File: config.mk
export PLATFORM = sky130hd
export DESIGN_NAME = alu_seq_flat
export DESIGN_NICKNAME = d
export VERILOG_FILES = /design/src/rtl/alu_pkg.sv /design/src/rtl/alu_seq_if.sv /design/src/rtl/alu_seq.sv /design/src/flat_wrapper.sv
export SDC_FILE = /design/constraint.sdc
export NUM_CORES = 1
export LEC_CHECK = 0
export CAP_MARGIN = 20
export CORE_MARGIN = 2
export CORE_UTILIZATION = 47
export DETAILED_ROUTE_END_ITERATION = 10
export PLACE_DENSITY_LB_ADDON = 0.25
export SLEW_MARGIN = 30
export SYNTH_ARGS = -nofsm -noshare
export SYNTH_HDL_FRONTEND = slang
export SYNTH_SLANG_ARGS = --single-unit
File: constraint.sdc
create_clock -name clk -period 6.5 [get_ports clk]
set_input_delay 1.625 -clock clk [delete_from_list [all_inputs] [get_ports clk]]
set_output_delay 1.625 -clock clk [all_outputs]
set_load 0.05 [all_outputs]
File: src/rtl/alu_pkg.sv
// alu_pkg: function codes, FSM encoding and flag bit indices shared by alu_seq.
package alu_pkg;
   localparam logic [2:0] F_ADD = 3'b000, F_SUB = 3'b001, F_AND = 3'b010, F_OR = 3'b011;
   localparam logic [2:0] F_XOR = 3'b100, F_SHL = 3'b101, F_SHR = 3'b110, F_NOT = 3'b111;
   localparam logic [1:0] S_IDLE = 2'd0, S_LO = 2'd1, S_HI = 2'd2, S_RESP = 2'd3;
   localparam int FL_C = 3, FL_Z = 2, FL_V = 1, FL_S = 0;
   // these functions cannot be chained across two 16-bit halves
   function automatic logic wide_illegal(input logic [2:0] f);
      return f == F_SUB || f == F_SHL || f == F_SHR;
   endfunction
endpackage

File: src/rtl/alu_seq_if.sv
// alu_seq_if: request/response handshake bundle between a requester and alu_seq.
interface alu_seq_if;
   logic        req_valid, req_ready, req_wide, req_use_c, req_set_flags;
   logic [2:0]  req_func;
   logic [31:0] req_a, req_b;
   logic        resp_valid, resp_ready, resp_err;
   logic [31:0] resp_data;
   logic [3:0]  resp_flags;
   modport master (output req_valid, req_func, req_wide, req_use_c, req_set_flags, req_a, req_b, resp_ready,
                   input req_ready, resp_valid, resp_data, resp_flags, resp_err);
   modport slave  (input req_valid, req_func, req_wide, req_use_c, req_set_flags, req_a, req_b, resp_ready,
                   output req_ready, resp_valid, resp_data, resp_flags, resp_err);
endinterface

File: src/rtl/alu_seq.sv
// alu_seq: sequences 16/32-bit operations over an external 16-bit ALU, one op in flight.
module alu_seq
   import alu_pkg::*;
(
   input  logic        clk,
   input  logic        rst,
   alu_seq_if.slave    bus,
   output logic [15:0] alu_a,
   output logic [15:0] alu_b,
   output logic [2:0]  alu_func,
   output logic        cin,
   input  logic [15:0] alu_out,
   input  logic        alu_c,
   input  logic        alu_z,
   input  logic        alu_v,
   input  logic        alu_s,
   output logic        flag_c,
   output logic        flag_z,
   output logic        flag_v,
   output logic        flag_s
);
   logic [1:0]  r_state;
   logic [2:0]  r_func;
   logic        r_wide, r_use_c, r_set_flags, r_err;
   logic [31:0] r_a, r_b, r_data;
   logic [15:0] r_lo;
   logic [3:0]  r_lo_f, r_flags, r_fr;
   logic        w_lo, w_hi, w_acc, w_done;
   logic [3:0]  w_alu_f;

   assign w_lo    = r_state == S_LO;
   assign w_hi    = r_state == S_HI;
   assign w_acc   = bus.req_valid && bus.req_ready;
   assign w_done  = bus.resp_valid && bus.resp_ready;
   assign w_alu_f = {alu_c, alu_z, alu_v, alu_s};

   assign bus.req_ready  = r_state == S_IDLE;
   assign bus.resp_valid = r_state == S_RESP;
   assign bus.resp_data  = r_data;
   assign bus.resp_flags = r_flags;
   assign bus.resp_err   = r_err;

   assign alu_a    = w_lo ? r_a[15:0] : w_hi ? r_a[31:16] : 16'h0;
   assign alu_b    = w_lo ? r_b[15:0] : w_hi ? r_b[31:16] : 16'h0;
   assign alu_func = (w_lo || w_hi) ? r_func : F_ADD;
   // upper half of a wide add continues the carry chain from the lower half
   assign cin      = w_lo ? r_use_c & r_fr[FL_C] : w_hi ? (r_func == F_ADD) & r_lo_f[FL_C] : 1'b0;
   assign {flag_c, flag_z, flag_v, flag_s} = r_fr;

   always_ff @(posedge clk or posedge rst)
      if (rst) begin
         r_state     <= S_IDLE;
         r_func      <= '0;
         r_wide      <= 1'b0;
         r_use_c     <= 1'b0;
         r_set_flags <= 1'b0;
         r_err       <= 1'b0;
         r_a         <= '0;
         r_b         <= '0;
         r_data      <= '0;
         r_lo        <= '0;
         r_lo_f      <= '0;
         r_flags     <= '0;
         r_fr        <= '0;
      end else
         case (r_state)
            S_IDLE: if (w_acc) begin
               r_func      <= bus.req_func;
               r_wide      <= bus.req_wide;
               r_use_c     <= bus.req_use_c;
               r_set_flags <= bus.req_set_flags;
               r_a         <= bus.req_a;
               r_b         <= bus.req_b;
               r_err       <= bus.req_wide && wide_illegal(bus.req_func);
               r_data      <= '0;
               r_flags     <= r_fr;
               r_state     <= (bus.req_wide && wide_illegal(bus.req_func)) ? S_RESP : S_LO;
            end
            S_LO: begin
               r_lo    <= alu_out;
               r_lo_f  <= w_alu_f;
               r_data  <= {16'h0, alu_out};
               r_flags <= w_alu_f;
               r_state <= r_wide ? S_HI : S_RESP;
            end
            S_HI: begin
               r_data  <= {alu_out, r_lo};
               r_flags <= {alu_c, alu_z & r_lo_f[FL_Z], alu_v, alu_s};
               r_state <= S_RESP;
            end
            default: if (w_done) begin
               if (r_set_flags && !r_err) r_fr <= r_flags;
               r_state <= S_IDLE;
            end
         endcase
endmodule
File: src/flat_wrapper.sv
// flat-port wrapper written by rule: the top's interface ports become plain ports
module alu_seq_flat import alu_pkg::*;
  (clk, rst, alu_a, alu_b, alu_func, cin, alu_out, alu_c, alu_z, alu_v, alu_s, flag_c, flag_z, flag_v, flag_s, bus_req_valid, bus_req_func, bus_req_wide, bus_req_use_c, bus_req_set_flags, bus_req_a, bus_req_b, bus_resp_ready, bus_req_ready, bus_resp_valid, bus_resp_data, bus_resp_flags, bus_resp_err);
  alu_seq_if bus_i ();
  input  logic clk;
  input  logic rst;
  output logic [15:0] alu_a;
  output logic [15:0] alu_b;
  output logic [2:0] alu_func;
  output logic cin;
  input  logic [15:0] alu_out;
  input  logic alu_c;
  input  logic alu_z;
  input  logic alu_v;
  input  logic alu_s;
  output logic flag_c;
  output logic flag_z;
  output logic flag_v;
  output logic flag_s;
  input wire logic [$bits(bus_i.req_valid)-1:0] bus_req_valid;
  input wire logic [$bits(bus_i.req_func)-1:0] bus_req_func;
  input wire logic [$bits(bus_i.req_wide)-1:0] bus_req_wide;
  input wire logic [$bits(bus_i.req_use_c)-1:0] bus_req_use_c;
  input wire logic [$bits(bus_i.req_set_flags)-1:0] bus_req_set_flags;
  input wire logic [$bits(bus_i.req_a)-1:0] bus_req_a;
  input wire logic [$bits(bus_i.req_b)-1:0] bus_req_b;
  input wire logic [$bits(bus_i.resp_ready)-1:0] bus_resp_ready;
  output wire logic [$bits(bus_i.req_ready)-1:0] bus_req_ready;
  output wire logic [$bits(bus_i.resp_valid)-1:0] bus_resp_valid;
  output wire logic [$bits(bus_i.resp_data)-1:0] bus_resp_data;
  output wire logic [$bits(bus_i.resp_flags)-1:0] bus_resp_flags;
  output wire logic [$bits(bus_i.resp_err)-1:0] bus_resp_err;
  assign bus_i.req_valid = bus_req_valid;
  assign bus_i.req_func = bus_req_func;
  assign bus_i.req_wide = bus_req_wide;
  assign bus_i.req_use_c = bus_req_use_c;
  assign bus_i.req_set_flags = bus_req_set_flags;
  assign bus_i.req_a = bus_req_a;
  assign bus_i.req_b = bus_req_b;
  assign bus_i.resp_ready = bus_resp_ready;
  assign bus_req_ready = bus_i.req_ready;
  assign bus_resp_valid = bus_i.resp_valid;
  assign bus_resp_data = bus_i.resp_data;
  assign bus_resp_flags = bus_i.resp_flags;
  assign bus_resp_err = bus_i.resp_err;
  alu_seq u_core (.clk(clk), .rst(rst), .bus(bus_i), .alu_a(alu_a), .alu_b(alu_b), .alu_func(alu_func), .cin(cin), .alu_out(alu_out), .alu_c(alu_c), .alu_z(alu_z), .alu_v(alu_v), .alu_s(alu_s), .flag_c(flag_c), .flag_z(flag_z), .flag_v(flag_v), .flag_s(flag_s));
endmodule
After elaboration in Yosys (flattened, before gate mapping)
Cells that the tools add are included.
{"block": "totals", "elab_cells": 57, "regBits": 133, "out_inout_bits": 79}
{"block": "op_classes", "muxes": 16, "n_reduce_logical": 17, "n_bitwise": 4, "eq_ne": 7}
{"cell": "$pmux 32 s3", "count": 1}
{"cell": "$mux 16", "count": 4}
{"cell": "$mux 32", "count": 1}
{"cell": "$pmux 4 s3", "count": 1}
{"cell": "$eq 3x3->1 const B", "count": 2}
{"cell": "$mux 2", "count": 3}
{"cell": "$pmux 2 s3", "count": 1}
{"cell": "$reduce_and 2->1", "count": 3}
{"cell": "$eq 2x2->1 const B", "count": 2}
{"cell": "$logic_and 1x1->1", "count": 4}
{"cell": "$mux 4", "count": 1}
{"cell": "$reduce_bool 4->1", "count": 1}
{"cell": "$and 1x1->1", "count": 3}
{"cell": "$eq 3x1->1 const B", "count": 1}
{"cell": "$logic_not 3->1", "count": 1}
{"cell": "$logic_or 1x1->1", "count": 3}
{"cell": "$mux 1", "count": 3}
{"cell": "$mux 3", "count": 1}
{"cell": "$reduce_and 3->1", "count": 1}
{"cell": "$reduce_bool 3->1", "count": 1}
{"cell": "$reduce_or 3->1", "count": 1}
{"cell": "$eq 2x1->1 const B", "count": 1}
{"cell": "$logic_not 2->1", "count": 1}
{"cell": "$ne 2x2->1 const B", "count": 1}
{"cell": "2 further kinds", "count": 2}

Logic depth before layout (Yosys ltp)
Gate-level depths: netlist (run 1).
{"block": "depth", "ltp_word": 7, "depth_mapped": 7, "mapped_depth_nobuf": 5}

Least setup slack after synthesis (run 1)
Ideal clock, no wire load.
{"block": "synth_path", "path_type": "flip-flop to output port", "start": "register u_core.r_state[0]", "end": "output port alu_b[11]", "path_slack_ns": 2.588, "t_arrival_ns": 2.287, "required_ns": 4.875, "stages_incl_launch_ff": 8, "path_buffers": 3, "path_cell_list": "dfrtp_1 -> inv_1 -> ha_1 -> buf_2 -> buf_2 -> buf_2 -> nand2_1 -> o21ai_0"}
{"block": "synth_via", "elab_chain_len": 3, "elab_cells_between_ends": 4, "classes_between": "eq/ne (2); mux (2)"}
{"element": "start, declared", "line_no": "alu_seq.sv:22", "rtl": "logic [1:0] r_state;"}
{"element": "start signal, assigned", "line_no": "alu_seq.sv:77", "rtl": "r_state <= (bus.req_wide && wide_illegal(bus.req_func)) ? S_RESP : S_LO;"}
{"element": "start signal, assigned", "line_no": "alu_seq.sv:84", "rtl": "r_state <= r_wide ? S_HI : S_RESP;"}
{"element": "$eq 2x2->1", "line_no": "alu_seq.sv:32", "rtl": "assign w_hi = r_state == S_HI;"}
{"element": "$mux 16", "line_no": "alu_seq.sv:44", "rtl": "assign alu_b = w_lo ? r_b[15:0] : w_hi ? r_b[31:16] : 16'h0;"}
{"element": "$mux 16 *", "line_no": "alu_seq.sv:44"}
{"element": "end, declared", "line_no": "flat_wrapper.sv:8", "rtl": "output logic [15:0] alu_b;"}
Mark *: on every way between the ends. The rest lies on a longest branch, timed or not.

Worst setup path after layout (run 1)
{"block": "layout_path", "start": "register u_core.r_state[0]", "end": "output port cin"}
{"block": "layout_via", "elab_chain_len": 3, "elab_cells_between_ends": 4, "classes_between": "eq/ne (2); mux (2)"}
{"element": "$eq 2x2->1", "line_no": "alu_seq.sv:32"}
{"element": "$mux 1", "line_no": "alu_seq.sv:47", "rtl": "assign cin = w_lo ? r_use_c & r_fr[FL_C] : w_hi ? (r_func == F_ADD) & r_lo_f[FL_C] : 1'b0;"}
{"element": "$mux 1 *", "line_no": "alu_seq.sv:47"}
{"element": "end, declared", "line_no": "flat_wrapper.sv:10", "rtl": "output logic cin;"}
Marked as above.

==> metrics.yaml, run 1 <==
status:
  status: "finished, final reports clean"
clock_tree:
  cts-root-buf: "clkbuf_16"
  postCtsSetupBuffers: 0
  holdBufCountCts: 0
  cts_buffers: 17
  clk_latency_ns: 0.42
  htreeDepth: 4
  cts_tree: "yes"
  numClockSinks: 131
  worst_setup_hold_path_clk_slew_ns: 0.05
  clockBufferDepth: 2
  ctsResizeCount: 0
timing:
  worstMarginPinSlew_ns: 0.866
  slew_headroom_pct: 42.2
  finalSetupViolCount: 0
  period_share_pct: 71.4
  setup_tns_ns: 0
  min_period_ns: 4.64
  timing.fmax_ghz: 0.215
  slew_violations: 0
  grt_setup_unrepaired: "no"
  hold_violations: 0
  clock_skew_ns: 0.00709
final_layout:
  nets: 712
  fin_cells: 773
  layout-drive-gt1-share_pct: 21.9
  n_antenna_cell: 0
  area_growth_pct: 41.7
  final_area_mm2: 0.00812
  post-route-util_pct: 67.8
die:
  die_h_um: 114
  core_area_mm2: 0.0120
  start_util_pct: 47.9
  ios: 173
  rows: 40
  die-width_um: 114
  die-area_mm2: 0.0131
critical_path:
  critPathMaxStageDelay_ns: 0.85
  cp.arrival_ns: 3.02
  worstPathRequired_ns: 4.88
  path_cells: "inv_1, ha_1, buf_4, nor4b_1, nand2_1, o21ai_0, clkdlybuf4s50_1"
  critPathLaunchType: "flop"
  crit_path_end_kind: "output pin"
  crit_buf_inv: 3
  worstSetupPathType: "reg2out"
  crit_family: "buffers and inverters"
  cp_slowest_cell: "clkdlybuf4s50_1"
  path_max_fanout: 43
synth:
  syn-num-nets: 555
  yosysWarnings: 0
  synthCells: 456
  synthTopCellsByCount: "dfrtp_1 (131), mux2_2 (93), o21ai_0 (48)"
  synth.most_common_cell: "dfrtp_1"
  synthFlopType: "dfrtp_1"
  yosysUniqueCellTypes: 29
  synth_area_leader_cell: "dfrtp_1"
  synthArstFlopShare_pct: 100
  seq_area_frac_synth_pct: 57.3
  synth_area_leaders: "dfrtp_1 (57%), mux2_2 (18%), a22o_1 (6.4%)"
  synth_top_area_share_pct: 57.3
  ys_ff_latch: 131
  syn_area_mm2: 0.00573
  synth_edf_count: 0
  synth.avg_cell_area_um2: 12.6
routing:
  drtPass1Iterations: 4
  drcViolationCount: 0
  routed_wl_mm: 13.8
  num_vias: 4239
  drtIter0Drc: 258
  wl_met2_mm: 6.75
  top_layer_used: "met4"
  final_antenna_net_count: 0
  wl_met3_mm: 1.02
  drt-met1-wl_mm: 5.71
  routed_via_density: 5.48
  routedWlPerCell_um: 17.8
place:
  place_congestion: 0.756
  port-buffer-count: 172
  dpl.cell_count: 741
  dpl_cell_area_mm2: 0.00750
  dpl.hpwl_mm: 9.14
power:
  finalPower_mw: 4.61
  p_int_mw: 2.71
  swShare_pct: 41.1
  max-vdd-ir-drop_mv: 0.321
  pwr-share-comb_pct: 48.8
  p_sw_mw: 1.89
  clock_power_share_pct: 21.3
  p_leak_nw: 3.39
  seqPwrFrac_pct: 29.9
  p_per_area_mw_per_mm2: 568
global_routing:
  grt_max_degree: 81
  grt_pass1_wl_mm: 22.2
  antenna_found_initial: 0
  grtUsageTotal_pct: 22.2
  grt_pass1_vias: 4412
  grt_overflow_total: 0
flow_run:
  maxCapViolations: 0
hold_path:
  min_path_type: "reg2reg"
==> metrics by stage <==
step | setup WS (ns) | hold WS, ns
CTS | 1.84 | 0.507
global route | 1.66 | 0.512
floorplan | 1.38 | 0.479
finish | 1.86 | 0.502
detailed placement | 2.29 | 0.494
global placement | 2.33 | 0.488
==> placed cells by master, fill, tap and decap left out <==
cell type and count:
clkdlybuf4s50_1 172, dfrtp_1 131, mux2_2 93, o21ai_0 48
a22o_1 42, nand2_1 31, clkbuf_16 17, a22oi_1 16
nor3_1 16, buf_4 6, a21oi_1 5, inv_1 4
nor2b_1 4, ha_1 4, clkinv_2 4, clkbuf_8 4
and2_1 3, bufinv_16 3, or2_2 2, a211oi_1 2
o41ai_1 2, clkbuf_1 2, nor2b_2 1, nand2_2 1
a2111oi_2 1, nor2b_4 1, nor4b_1 1, nand3_1 1
inv_6 1, and4b_1 1, o21a_1 1, nand4_1 1
mux2i_1 1, o22ai_1 1, ha_2 1, clkinvlp_4 1
clkinv_4 1
==> layout make-up <==
cell class	instances	area [µm²]
Timing Repair Buffer	178	1770
Clock inverter	9	126
Clock buffer	23	488
Inverter	5	23.8
Tap cell	147	184
Multi-Input combinational cell	280	2250
Sequential cell	131	3280
Fill cell	944	3850
==> power by group through the flow <==
stage	Sequential, mW	Clock [mW]	Combinational [mW]
2_1_floorplan	1.55	0	1.43
3_3_place_gp	1.38	0	2.20
3_5_place_dp	1.39	0	2.25
4_1_cts	1.38	0.996	2.27
5_1_grt	1.42	1.04	2.39
6_report	1.38	0.981	2.25
==> worst paths after layout <==
path,startpoint,endpoint,slack (ns),cells past startpoint
max reg2reg,u_core.r_state[0]$_DFFE_PP0P_,u_core.r_a[25]$_DFFE_PP0P_,4.17,5
max in group asynchronous,rst,u_core.bus.resp_data[27]$_DFFE_PP0P_,3.62,3
min,u_core.bus.resp_data[2]$_DFFE_PP0P_,u_core.bus.resp_data[2]$_DFFE_PP0P_,0.50,1
min reg2reg,u_core.bus.resp_data[2]$_DFFE_PP0P_,u_core.bus.resp_data[2]$_DFFE_PP0P_,0.50,1
min in group asynchronous,rst,u_core.r_a[2]$_DFFE_PP0P_,1.70,2
max,u_core.r_state[0]$_DFFE_PP0P_,cin,1.86,7
==> worst register-to-register path: stages (launching register included) <==
cell and delay, ns:
dfrtp_1 0.42, inv_1 0.08, ha_1 0.30, nand2_2 0.28, buf_4 0.66, mux2_2 0.47
==> metal layers <==
layer	track usage, %	vias to the layer above
li1	-	1972
met1	27.3	2106
met2	35.7	139
met3	7.83	22
met4	9.35	0
met5	0	-
==> state kept, by name, indices dropped and copies added, names as in the netlist, 3 cells and up <==
signal	cells
u_core.r_fr	4
u_core.r_lo	16
u_core.r_func	3
u_core.bus.resp_data	32
u_core.bus.resp_flags	4
u_core.r_a	32
u_core.r_b	32
==> cell families (layout without fill, tap and decap cells) <==
kind of cell             after synthesis  in the layout  synth area share [%]
AO/OA/AOI/OAI                        118            118                  14.2
adder cells (fa/ha/maj)                5              5                  1.09
buffers and inverters                 45            215                  3.74
flip-flops                           131            131                  57.3
multiplexers                          94             94                  18.5
AND/OR/NAND/NOR                       63             63                  5.22
Note: power is estimated with default switching activity, not from simulation.
==> inputs of run 2 (changes only) <==
- CORE_UTILIZATION: 47 -> 43
- clock period: 6.5 -> 3.76 ns (I/O delays scaled with it)
==> metrics.yaml, run 2 (synthesized netlist as in run 1, its figures left out) <==
timing:
  worstMarginPinSlew_ns: 0.808  # -0.0588 ns
  hold_violations: 0  # unchanged
  min_period_ns: 3.39
  setup_tns_ns: 0  # unchanged
  timing.fmax_ghz: 0.295
  slew_violations: 0  # unchanged
  grt_setup_unrepaired: "no"
  slew_headroom_pct: 46.0  # +3.8 points
  period_share_pct: 90.0
  clock_skew_ns: 0.00435  # -0.00275 ns
  finalSetupViolCount: 0  # unchanged
  hold_ws_ns: 0.501  # -0.000874 ns
critical_path:
  cp.arrival_ns: 2.45  # -0.57 ns
  r2r_cells: 7  # +2
  worstPathRequired_ns: 2.82  # -2.06 ns
  r2r_setup_slack_ns: 1.44  # -2.73 ns
  cp-startpoint: "u_core.r_state[1]$_DFFE_PP0P_"
  worst_r2r_startpoint: "u_core.r_state[1]$_DFFE_PP0P_"
  worstSetupPathType: "reg2out"
  path_max_fanout: 33  # -23%
  critPathLaunchType: "flop"
  crit_path_end_kind: "output pin"
routing:
  wl_met2_mm: 6.84  # +1.3%
  wl_met3_mm: 1.09  # +6.6%
  drtIter0Drc: 296  # +15%
  final_antenna_net_count: 0  # unchanged
  num_vias: 4269  # +0.71%
  top_layer_used: "met4"
  routedWlPerCell_um: 17.3  # -3.0%
  routed_wl_mm: 14.0  # +1.6%
  drt-met1-wl_mm: 5.80  # +1.6%
  drtPass1Iterations: 4  # unchanged
  drcViolationCount: 0  # unchanged
  routed_via_density: 5.27  # -3.9%
die:
  core_area_mm2: 0.0131  # +9.8%
  start_util_pct: 43.6  # -4.3 points
  die-width_um: 119  # +4.4%
  die_h_um: 119  # +4.4%
  die-area_mm2: 0.0143  # +9.0%
  rows: 42  # +5.0%
  ios: 173  # unchanged
global_routing:
  grt_pass1_vias: 4563  # +3.4%
  grt_max_degree: 73  # -9.9%
  antenna_found_initial: 0  # unchanged
  grtUsageTotal_pct: 20.8  # -1.4 points
  grt_overflow_total: 0  # unchanged
  grt_pass1_wl_mm: 23.0  # +3.7%
power:
  p_per_area_mw_per_mm2: 961  # +69%
  max-vdd-ir-drop_mv: 0.505  # +58%
  p_leak_nw: 3.46  # +2.1%
hold_path:
  min-delay-start: "u_core.bus.resp_data[20]$_DFFE_PP0P_"
  hold_depth: 2  # +1
  min_path_type: "reg2reg"
final_layout:
  post-route-util_pct: 61.9  # -5.9 points
  nets: 720  # +1.1%
  fin_cells: 810  # +4.8%
  final_area_mm2: 0.00814  # +0.25%
  area_growth_pct: 42.1
  layout_common_cells: "clkdlybuf4s50_1 (144), dfrtp_1 (131), mux2_2 (93), o21ai_0 (48), a22o_1 (42)"
  mostFrequentLayoutCell: "clkdlybuf4s50_1"
  layout-drive-gt1-share_pct: 26.7  # +4.8 points
  n_antenna_cell: 0  # unchanged
clock_tree:
  ctsResizeCount: 0  # unchanged
  clk_latency_ns: 0.41  # about the same
  numClockSinks: 131  # unchanged
  postCtsSetupBuffers: 0  # unchanged
  cts-root-buf: "clkbuf_16"
  holdBufCountCts: 0  # unchanged
  htreeDepth: 4  # unchanged
  worst_setup_hold_path_clk_slew_ns: 0.05  # about the same
  cts_tree: "yes"
  clockBufferDepth: 2  # unchanged
  cts_buffers: 17  # unchanged
place:
  dpl_cell_area_mm2: 0.00757  # +1.0%
  dpl.hpwl_mm: 9.58  # +4.8%
  port-buffer-count: 172  # unchanged
  place_congestion: 0.843  # +11%
  dpl.cell_count: 778  # +5.0%
flow_run:
  maxCapViolations: 0  # unchanged
status:
  status: "finished, final reports clean"
-- run 2: metrics by stage --
step	worst slack [ns]	power, mW
after floorplan	0.533	5.15
after global placement	0.870	6.20
after detailed placement	0.827	6.28
after CTS	0.367	7.87
after global routing	0.209	8.24
final	0.374	7.82
-- run 2: power by group --
part | switching [mW] | total [mW] | internal [mW]
Clock | 0.568 | 1.56 | 0.994
Sequential | 0.351 | 2.38 | 2.03
Combinational | 2.34 | 3.87 | 1.53
-- run 2: layout make-up --
| cell class | count | area (µm²) |
|---|---|---|
| fillers | 1025 | 5000 |
| flip-flops and latches | 131 | 3280 |
| multi-input cells | 280 | 2250 |
| repair buffers | 186 | 1810 |
| clock buffers | 28 | 517 |
| well taps | 176 | 220 |
| clock inverters | 4 | 45.0 |
| inverters | 5 | 22.5 |
-- run 2: metal layers --
metal	track usage, %	up-vias
met5	0	-
li1	-	1988
met3	8.05	21
met4	8.53	0
met2	33.7	153
met1	24.8	2107
-- run 2: path summary, 6_finish.rpt --
check	to
max	alu_a[1]
min	u_core.bus.resp_data[20]$_DFFE_PP0P_
max reg2reg	u_core.bus.resp_data[1]$_DFFE_PP0P_
min reg2reg	u_core.bus.resp_data[20]$_DFFE_PP0P_
max in group asynchronous	u_core.r_b[22]$_DFFE_PP0P_
min in group asynchronous	u_core.r_lo[7]$_DFFE_PP0P_
-- run 2: worst max-delay path, stage by stage (launching register included) --
cell	delay [ns]
dfrtp_1	0.42
inv_1	0.10
ha_2	0.35
buf_4	0.42
nor2b_2	0.07
buf_4	0.23
a22o_1	0.24
buf_4	0.19
